**src/rtl/router_mem_arbiter_if.sv**
```systemverilog
// ----------------------------------------------------------------------------
// router_mem_arbiter_if
// Bundles the request/grant handshake and the buffer-memory port of the
// router memory arbiter.
//
//   master modport : requester side (router controllers / bench)
//     out rd_req, wr_req  per-requester level requests, held until granted
//     out req_addr        packed base addresses, requester i at [i*AW +: AW]
//     in  rd_gnt, wr_gnt  one-hot single-cycle grant pulses
//     in  xfer_done       one-hot single-cycle burst-complete pulse
//     in  mem_en, mem_we, mem_addr  buffer-memory port
//     in  owner_id, busy  current owner and activity flag
//   slave modport  : arbiter side, directions mirrored
// ----------------------------------------------------------------------------
interface router_mem_arbiter_if #(
  parameter int ADDR_WIDTH = 10,
  parameter int NUM_REQ    = 4
);
  logic [NUM_REQ-1:0]            rd_req;
  logic [NUM_REQ-1:0]            wr_req;
  logic [NUM_REQ*ADDR_WIDTH-1:0] req_addr;
  logic [NUM_REQ-1:0]            rd_gnt;
  logic [NUM_REQ-1:0]            wr_gnt;
  logic [NUM_REQ-1:0]            xfer_done;
  logic                          mem_en;
  logic                          mem_we;
  logic [ADDR_WIDTH-1:0]         mem_addr;
  logic [1:0]                    owner_id;
  logic                          busy;

  modport master (
    output rd_req, wr_req, req_addr,
    input  rd_gnt, wr_gnt, xfer_done, mem_en, mem_we, mem_addr, owner_id, busy
  );

  modport slave (
    input  rd_req, wr_req, req_addr,
    output rd_gnt, wr_gnt, xfer_done, mem_en, mem_we, mem_addr, owner_id, busy
  );
endinterface

```
**src/rtl/router_mem_arbiter.sv**
```systemverilog
// ----------------------------------------------------------------------------
// router_mem_arbiter
// Round-robin arbiter giving four router controllers exclusive access to a
// shared packet buffer. Each grant owns the memory for one fixed-length
// burst (one packet), then a release cycle pulses xfer_done to the owner.
//
// Ports
//   clk  : single clock, rising edge
//   rst  : synchronous active-high reset
//   bus  : router_mem_arbiter_if.slave (requests in; grants, done, memory
//          port, owner_id and busy out -- all outputs registered)
//
// Build option
//   ARB_WRITE_PRIO_EN : when defined, any pending write request beats all
//   read requests; round-robin runs inside the write class, then the read
//   class, both sharing one last-owner pointer. When undefined a single
//   round-robin covers all requesters; a requester asking for both
//   directions gets its read first and its write at its next turn.
// ----------------------------------------------------------------------------
module router_mem_arbiter #(
  parameter int ADDR_WIDTH = 10,
  parameter int NUM_REQ    = 4,
  parameter int BURST_LEN  = 19
) (
  input  logic                 clk,
  input  logic                 rst,
  router_mem_arbiter_if.slave  bus
);

  localparam int BEAT_W = (BURST_LEN > 1) ? $clog2(BURST_LEN) : 1;
  localparam logic [BEAT_W-1:0] LAST_BEAT = BEAT_W'(BURST_LEN - 1);

  typedef enum logic [1:0] {
    S_IDLE    = 2'd0,
    S_BURST   = 2'd1,
    S_RELEASE = 2'd2
  } state_t;

  state_t                  state_q, state_d;
  logic [BEAT_W-1:0]       beat_q, beat_d;
  logic [1:0]              last_owner_q, last_owner_d;
  logic [NUM_REQ-1:0]      wr_turn_q, wr_turn_d;
  logic [NUM_REQ-1:0]      rd_gnt_q, rd_gnt_d;
  logic [NUM_REQ-1:0]      wr_gnt_q, wr_gnt_d;
  logic [NUM_REQ-1:0]      done_q, done_d;
  logic                    mem_en_q, mem_en_d;
  logic                    mem_we_q, mem_we_d;
  logic [ADDR_WIDTH-1:0]   mem_addr_q, mem_addr_d;
  logic [1:0]              owner_q, owner_d;
  logic                    busy_q, busy_d;

  logic [ADDR_WIDTH-1:0]   addr_arr [NUM_REQ];
  logic [NUM_REQ-1:0]      cand;
  logic                    found;
  logic [1:0]              win;
  logic [1:0]              idx;
  logic                    win_wr;
  logic                    sel_valid;

  // Unpack the per-requester base addresses.
  generate
    for (genvar gi = 0; gi < NUM_REQ; gi++) begin : g_addr
      assign addr_arr[gi] = bus.req_addr[gi*ADDR_WIDTH +: ADDR_WIDTH];
    end
  endgenerate

`ifdef ARB_WRITE_PRIO_EN
  // Writes form their own, higher-priority class.
  logic wr_class;
  assign wr_class = |bus.wr_req;
  assign cand     = wr_class ? bus.wr_req : bus.rd_req;
  assign win_wr   = wr_class;
`else
  // One class; direction resolved per winner. wr_turn_q[i] remembers that
  // requester i just had a read served while its write was also waiting.
  assign cand   = bus.rd_req | bus.wr_req;
  assign win_wr = bus.wr_req[win] & (~bus.rd_req[win] | wr_turn_q[win]);
`endif

  // Round-robin search starting one past the last owner; the 2-bit index
  // wraps naturally.
  always_comb begin
    found = 1'b0;
    win   = '0;
    idx   = '0;
    for (int k = 1; k <= NUM_REQ; k++) begin
      idx = last_owner_q + 2'(k);
      if (!found && cand[idx]) begin
        found = 1'b1;
        win   = idx;
      end
    end
  end

  assign sel_valid = (state_q == S_IDLE) && found;

  // A read grant to a requester that also holds a write owes it the write
  // turn; any write grant settles the debt.
  generate
    for (genvar gi = 0; gi < NUM_REQ; gi++) begin : g_turn
      assign wr_turn_d[gi] = (sel_valid && (win == 2'(gi)))
                             ? (win_wr ? 1'b0 : bus.wr_req[gi])
                             : wr_turn_q[gi];
    end
  endgenerate

  always_comb begin
    state_d      = state_q;
    beat_d       = beat_q;
    last_owner_d = last_owner_q;
    rd_gnt_d     = '0;
    wr_gnt_d     = '0;
    done_d       = '0;
    mem_en_d     = mem_en_q;
    mem_we_d     = mem_we_q;
    mem_addr_d   = mem_addr_q;
    owner_d      = owner_q;
    busy_d       = busy_q;

    case (state_q)
      S_IDLE: begin
        busy_d   = 1'b0;
        mem_en_d = 1'b0;
        mem_we_d = 1'b0;
        if (found) begin
          // Base and direction are captured here; mem_addr itself then
          // carries base+beat, so later req_addr changes cannot leak in.
          state_d    = S_BURST;
          beat_d     = '0;
          mem_en_d   = 1'b1;
          mem_we_d   = win_wr;
          mem_addr_d = addr_arr[win];
          owner_d    = win;
          busy_d     = 1'b1;
          if (win_wr) begin
            wr_gnt_d[win] = 1'b1;
          end else begin
            rd_gnt_d[win] = 1'b1;
          end
        end
      end

      S_BURST: begin
        if (beat_q == LAST_BEAT) begin
          state_d         = S_RELEASE;
          mem_en_d        = 1'b0;
          mem_we_d        = 1'b0;
          done_d[owner_q] = 1'b1;
        end else begin
          beat_d     = beat_q + BEAT_W'(1);
          mem_addr_d = mem_addr_q + ADDR_WIDTH'(1);
        end
      end

      S_RELEASE: begin
        // The pointer only moves on a completed burst, so an aborted
        // burst does not advance the rotation.
        state_d      = S_IDLE;
        busy_d       = 1'b0;
        last_owner_d = owner_q;
      end

      default: begin
        state_d = S_IDLE;
      end
    endcase
  end

  always_ff @(posedge clk) begin
    if (rst) begin
      state_q      <= S_IDLE;
      beat_q       <= '0;
      last_owner_q <= 2'(NUM_REQ - 1);  // next search starts at requester 0
      wr_turn_q    <= '0;
      rd_gnt_q     <= '0;
      wr_gnt_q     <= '0;
      done_q       <= '0;
      mem_en_q     <= 1'b0;
      mem_we_q     <= 1'b0;
      mem_addr_q   <= '0;
      owner_q      <= '0;
      busy_q       <= 1'b0;
    end else begin
      state_q      <= state_d;
      beat_q       <= beat_d;
      last_owner_q <= last_owner_d;
      wr_turn_q    <= wr_turn_d;
      rd_gnt_q     <= rd_gnt_d;
      wr_gnt_q     <= wr_gnt_d;
      done_q       <= done_d;
      mem_en_q     <= mem_en_d;
      mem_we_q     <= mem_we_d;
      mem_addr_q   <= mem_addr_d;
      owner_q      <= owner_d;
      busy_q       <= busy_d;
    end
  end

  assign bus.rd_gnt    = rd_gnt_q;
  assign bus.wr_gnt    = wr_gnt_q;
  assign bus.xfer_done = done_q;
  assign bus.mem_en    = mem_en_q;
  assign bus.mem_we    = mem_we_q;
  assign bus.mem_addr  = mem_addr_q;
  assign bus.owner_id  = owner_q;
  assign bus.busy      = busy_q;

endmodule

```
**src/flat_wrapper.sv**
```systemverilog
// flat-port wrapper written by rule: the top's interface ports become plain ports
module router_mem_arbiter_flat 
#(
  parameter int ADDR_WIDTH = 10,
  parameter int NUM_REQ    = 4,
  parameter int BURST_LEN  = 19
)
  (clk, rst, bus_rd_req, bus_wr_req, bus_req_addr, bus_rd_gnt, bus_wr_gnt, bus_xfer_done, bus_mem_en, bus_mem_we, bus_mem_addr, bus_owner_id, bus_busy);
  router_mem_arbiter_if #(.ADDR_WIDTH(ADDR_WIDTH), .NUM_REQ(NUM_REQ)) bus_i ();
  input  logic clk;
  input  logic rst;
  input wire logic [$bits(bus_i.rd_req)-1:0] bus_rd_req;
  input wire logic [$bits(bus_i.wr_req)-1:0] bus_wr_req;
  input wire logic [$bits(bus_i.req_addr)-1:0] bus_req_addr;
  output wire logic [$bits(bus_i.rd_gnt)-1:0] bus_rd_gnt;
  output wire logic [$bits(bus_i.wr_gnt)-1:0] bus_wr_gnt;
  output wire logic [$bits(bus_i.xfer_done)-1:0] bus_xfer_done;
  output wire logic [$bits(bus_i.mem_en)-1:0] bus_mem_en;
  output wire logic [$bits(bus_i.mem_we)-1:0] bus_mem_we;
  output wire logic [$bits(bus_i.mem_addr)-1:0] bus_mem_addr;
  output wire logic [$bits(bus_i.owner_id)-1:0] bus_owner_id;
  output wire logic [$bits(bus_i.busy)-1:0] bus_busy;
  assign bus_i.rd_req = bus_rd_req;
  assign bus_i.wr_req = bus_wr_req;
  assign bus_i.req_addr = bus_req_addr;
  assign bus_rd_gnt = bus_i.rd_gnt;
  assign bus_wr_gnt = bus_i.wr_gnt;
  assign bus_xfer_done = bus_i.xfer_done;
  assign bus_mem_en = bus_i.mem_en;
  assign bus_mem_we = bus_i.mem_we;
  assign bus_mem_addr = bus_i.mem_addr;
  assign bus_owner_id = bus_i.owner_id;
  assign bus_busy = bus_i.busy;
  router_mem_arbiter #(.ADDR_WIDTH(ADDR_WIDTH), .NUM_REQ(NUM_REQ), .BURST_LEN(BURST_LEN)) u_core (.clk(clk), .rst(rst), .bus(bus_i));
endmodule
```
**config.mk**
```make
export PLATFORM = sky130hd
export DESIGN_NAME = router_mem_arbiter_flat
export DESIGN_NICKNAME = d
export VERILOG_FILES = /design/src/rtl/router_mem_arbiter_if.sv /design/src/rtl/router_mem_arbiter.sv /design/src/flat_wrapper.sv
export SDC_FILE = /design/constraint.sdc
export NUM_CORES = 1
export LEC_CHECK = 0
export CORE_ASPECT_RATIO = 0.75
export CORE_MARGIN = 5
export CORE_UTILIZATION = 30
export DETAILED_ROUTE_END_ITERATION = 12
export SKIP_CTS_REPAIR_TIMING = 1
export SLEW_MARGIN = 40
export SYNTH_ARGS = -nofsm -noshare
export SYNTH_HDL_FRONTEND = slang
export SYNTH_SLANG_ARGS = --single-unit
```
**constraint.sdc**
```tcl
create_clock -name clk -period 2.15 [get_ports clk]
set_input_delay 0.215 -clock clk [delete_from_list [all_inputs] [get_ports clk]]
set_output_delay 0.215 -clock clk [all_outputs]
set_load 0.01 [all_outputs]
```
==> results.ini <==
[die]
core_area_mm2=0.00778
start_util_pct=30.3
placement_rows=28
die_width_um=112
full_die_area_mm2=0.00974
pin_count=77
die_height_um=86.7

[worst_setup_path]
critical_path.endpoint_type=register
critical_path.top_delay_family=buffers and inverters
critPathMaxFanout=6
crit_arrival_ns=2.23
critPathMaxStageDelay_ns=0.47
timing_worst_setup_path_type=in -> reg
path_common_cell=sky130_fd_sc_hd__buf_4
start_kind=input port
timing.critical_path.cells=clkdlybuf4s50_1 > buf_4 > o221ai_2 > and3_1 > buf_4 > mux2i_1 > o221ai_1
slowest_stage=sky130_fd_sc_hd__clkdlybuf4s50_1
timing.rr.start=u_core.last_owner_q[1]
crit_required_ns=2.31
worst-path-buf-inv=3
worst_r2r_endpoint=u_core.bus.mem_addr[2]
r2r_cells=6
r2r_slack_ns=0.18

[logic_synthesis]
syn_nets=316
synth_simple_gate_area_share_pct=24.0
synth_fa_ha_area_share_pct=1.59
synth-xor-area-share_pct=1.12
synth.top_cells.by_count=sky130_fd_sc_hd__dfxtp_1 (40), sky130_fd_sc_hd__nand2_1 (22), sky130_fd_sc_hd__mux2i_1 (16), sky130_fd_sc_hd__nor2_1 (15)
synth_enable_flop_cells=0
postSynthRegisterBits=40
syn_area_mm2=0.00235
ys_warn_count=0
netlist_instances=263
ys.flop_type=sky130_fd_sc_hd__dfxtp_1
post_synth.cell_area_avg_um2=8.95
combinational_family_with_the_most_area_after_synthesis=compound AO/OA/AOI/OAI gates
synth_sequential_area_ratio_pct=34.0
biggest_area_consumer_among_synthesized_cells=sky130_fd_sc_hd__dfxtp_1
synth_mux_area_share_pct=7.44
synth.distinct_cells=66
post-synth-top-count-cell=sky130_fd_sc_hd__dfxtp_1
synth_largest_type_area_fraction_pct=34.0
synth-compound-area-share_pct=25.8
synthTopCellsByArea=sky130_fd_sc_hd__dfxtp_1 (34%), sky130_fd_sc_hd__mux2i_1 (6.8%), sky130_fd_sc_hd__nand2_1 (3.5%)
async_flop_share_pct=0

[place]
portBuffers=76
dp_hpwl_mm=6.33
place_congestion=0.901
dpl_worst_slack_ns=-0.200

[timing]
drv_slew=0
timing.max_slew.rel_slack_pct=65.9
finalCriticalPeriod_ns=2.07
clock_skew_ns=0.00725
worst_slew_pin_slew_ns=0.498
max_clock_freq_mhz=483
setup_violations=0
rsz0062_at_grt=false
final.period_utilization_pct=96.3
timing.final.hold_violations=0
fin_ws_ns=0.0797
hold_ws_ns=0.473

[worst_hold_path]
start_point_of_the_worst_min_delay_path=u_core.wr_turn_q[3]
timing.hold.worst.class=reg -> reg
hold_end=u_core.wr_turn_q[3]
worstHoldPathCells=2

[global_routing]
first_global_vias=2431
antenna_found_initial=0
grt_max_degree=21
grt_pass1_wl_mm=12.8
grt_util_all_layers_pct=16.2
global_route.overflow_total=0

[clock_network]
cts_tree=built
clk_latency_ns=0.29
clk_pin_slew_worst_paths_ns=0.09
root_buffer=sky130_fd_sc_hd__clkbuf_8
cts_made_buffers=5
clock-sinks=40
clockBufferDepth=2
h-tree-depth=2

[routing]
route.antenna.remaining_nets=0
drt_iter0_drc=91
route.detailed.drc=0
vias=2499
drt_pre_antenna_iters=4
postRouteWirelength_mm=8.07
avgRoutedWirePerCell_um=16.7
route.detailed.vias_per_inst=5.16

[finish]
fin_nets=431
syn2layout_area_growth_pct=53.5
sequential_cell_area_um2=801
postLayoutCoreUtil_pct=46.5
multiInputGateArea_mm2=0.00141
fill_cells=769
layout-drive-gt1-share_pct=19.5
n_diodes=0

[pwr]
power.static_leakage_uw=0.00145
ir_drop_worst_case_vdd_mv=0.275
power_per_standard_cell_area_mw_per_mm2=546

[outcome]
status=completed

[job]
maxCapViolCount=0

[state kept, by name (all words and copies together), names as in the netlist]
register              flops
u_core.wr_turn_q          4
u_core.bus.mem_we         1
u_core.state_q            2
u_core.bus.xfer_done      4
u_core.beat_q             5
u_core.bus.rd_gnt         4
u_core.bus.mem_en         1
u_core.last_owner_q       2
u_core.bus.mem_addr      10
u_core.bus.owner_id       2
u_core.bus.wr_gnt         4
u_core.bus.busy           1
[metrics by stage]
stage / total power [uW] / TNS [ns] / instance area [um^2] / std cells
detailed placement: 1340 / -2.54 / 3500 / 476
floorplan: 1050 / 0 / 2350 / 263
CTS: 1990 / 0 / 3610 / 484
global route: 2070 / 0 / 3610 / 484
finish: 1970 / 0 / 3610 / 484
global placement: 1340 / -2.35 / 3500 / 476
[metal layers]
layer / wire [um] / track usage [%]
met1: 3930 / 23.9
met2: 3470 / 24.2
met3: 615 / 4.19
met4: 49 / 2.62
met5: 0 / 0
[logic make-up (layout without fill, tap and decap cells)]
family | after synthesis | in the layout
and+or+nand+nor | 100 | 100
AOI/OAI and AO/OA | 76 | 76
DFF | 40 | 40
buffers and inverters | 24 | 140
muxes | 17 | 17
adders and majority gates | 3 | 3
xor gates and xnor gates | 3 | 3
[worst max-delay path by stage]
stage | from | endpoint | slack (ns) | cells past startpoint
after floorplan | u_core.last_owner_q[1] | u_core.bus.mem_addr[5] | 0.34 | 8
after global placement | bus_wr_req[1] | u_core.bus.mem_addr[5] | -0.20 | 6
after detailed placement | bus_wr_req[1] | u_core.bus.mem_addr[1] | -0.20 | 6
after CTS | bus_wr_req[1] | u_core.bus.mem_addr[1] | 0.10 | 6
after global routing | bus_wr_req[1] | u_core.bus.mem_addr[5] | 0.03 | 6
final | bus_wr_req[1] | u_core.bus.mem_addr[2] | 0.08 | 7
[area by class of cell]
type                            instances  share of cell area (%)
Multi-Input combinational cell        199                    39.0
Timing Repair Buffer                  122                    30.9
Sequential cell                        40                    22.2
Tap cell                              105                    3.63
Clock buffer                            5                    1.90
Clock inverter                          3                    1.28
Inverter                               10                    1.04
[worst min-delay path: cells and delay by family, from the launching register on]
family	cells	cell delay [ns]
flops	1	0.32
compound gates	2	0.12
[cell usage in the layout (no fill, tap or decap), drive strengths merged, types with 8 or more instances in the layout]
master	instances
a21oi	12
dfxtp	40
clkdlybuf4s50	76
inv	11
nand3	8
nand2	23
and3	8
o221ai	11
nor2	17
o21ai	13
buf	46
nor3	12
mux2i	16
[report_power, final]
part           leakage (uW)  internal (uW)  switching [uW]
sequential         0.000327            779            43.4
combinational       0.00107            280             226
clock             0.0000548            350             293
Note: power is estimated with default switching activity, not from simulation.
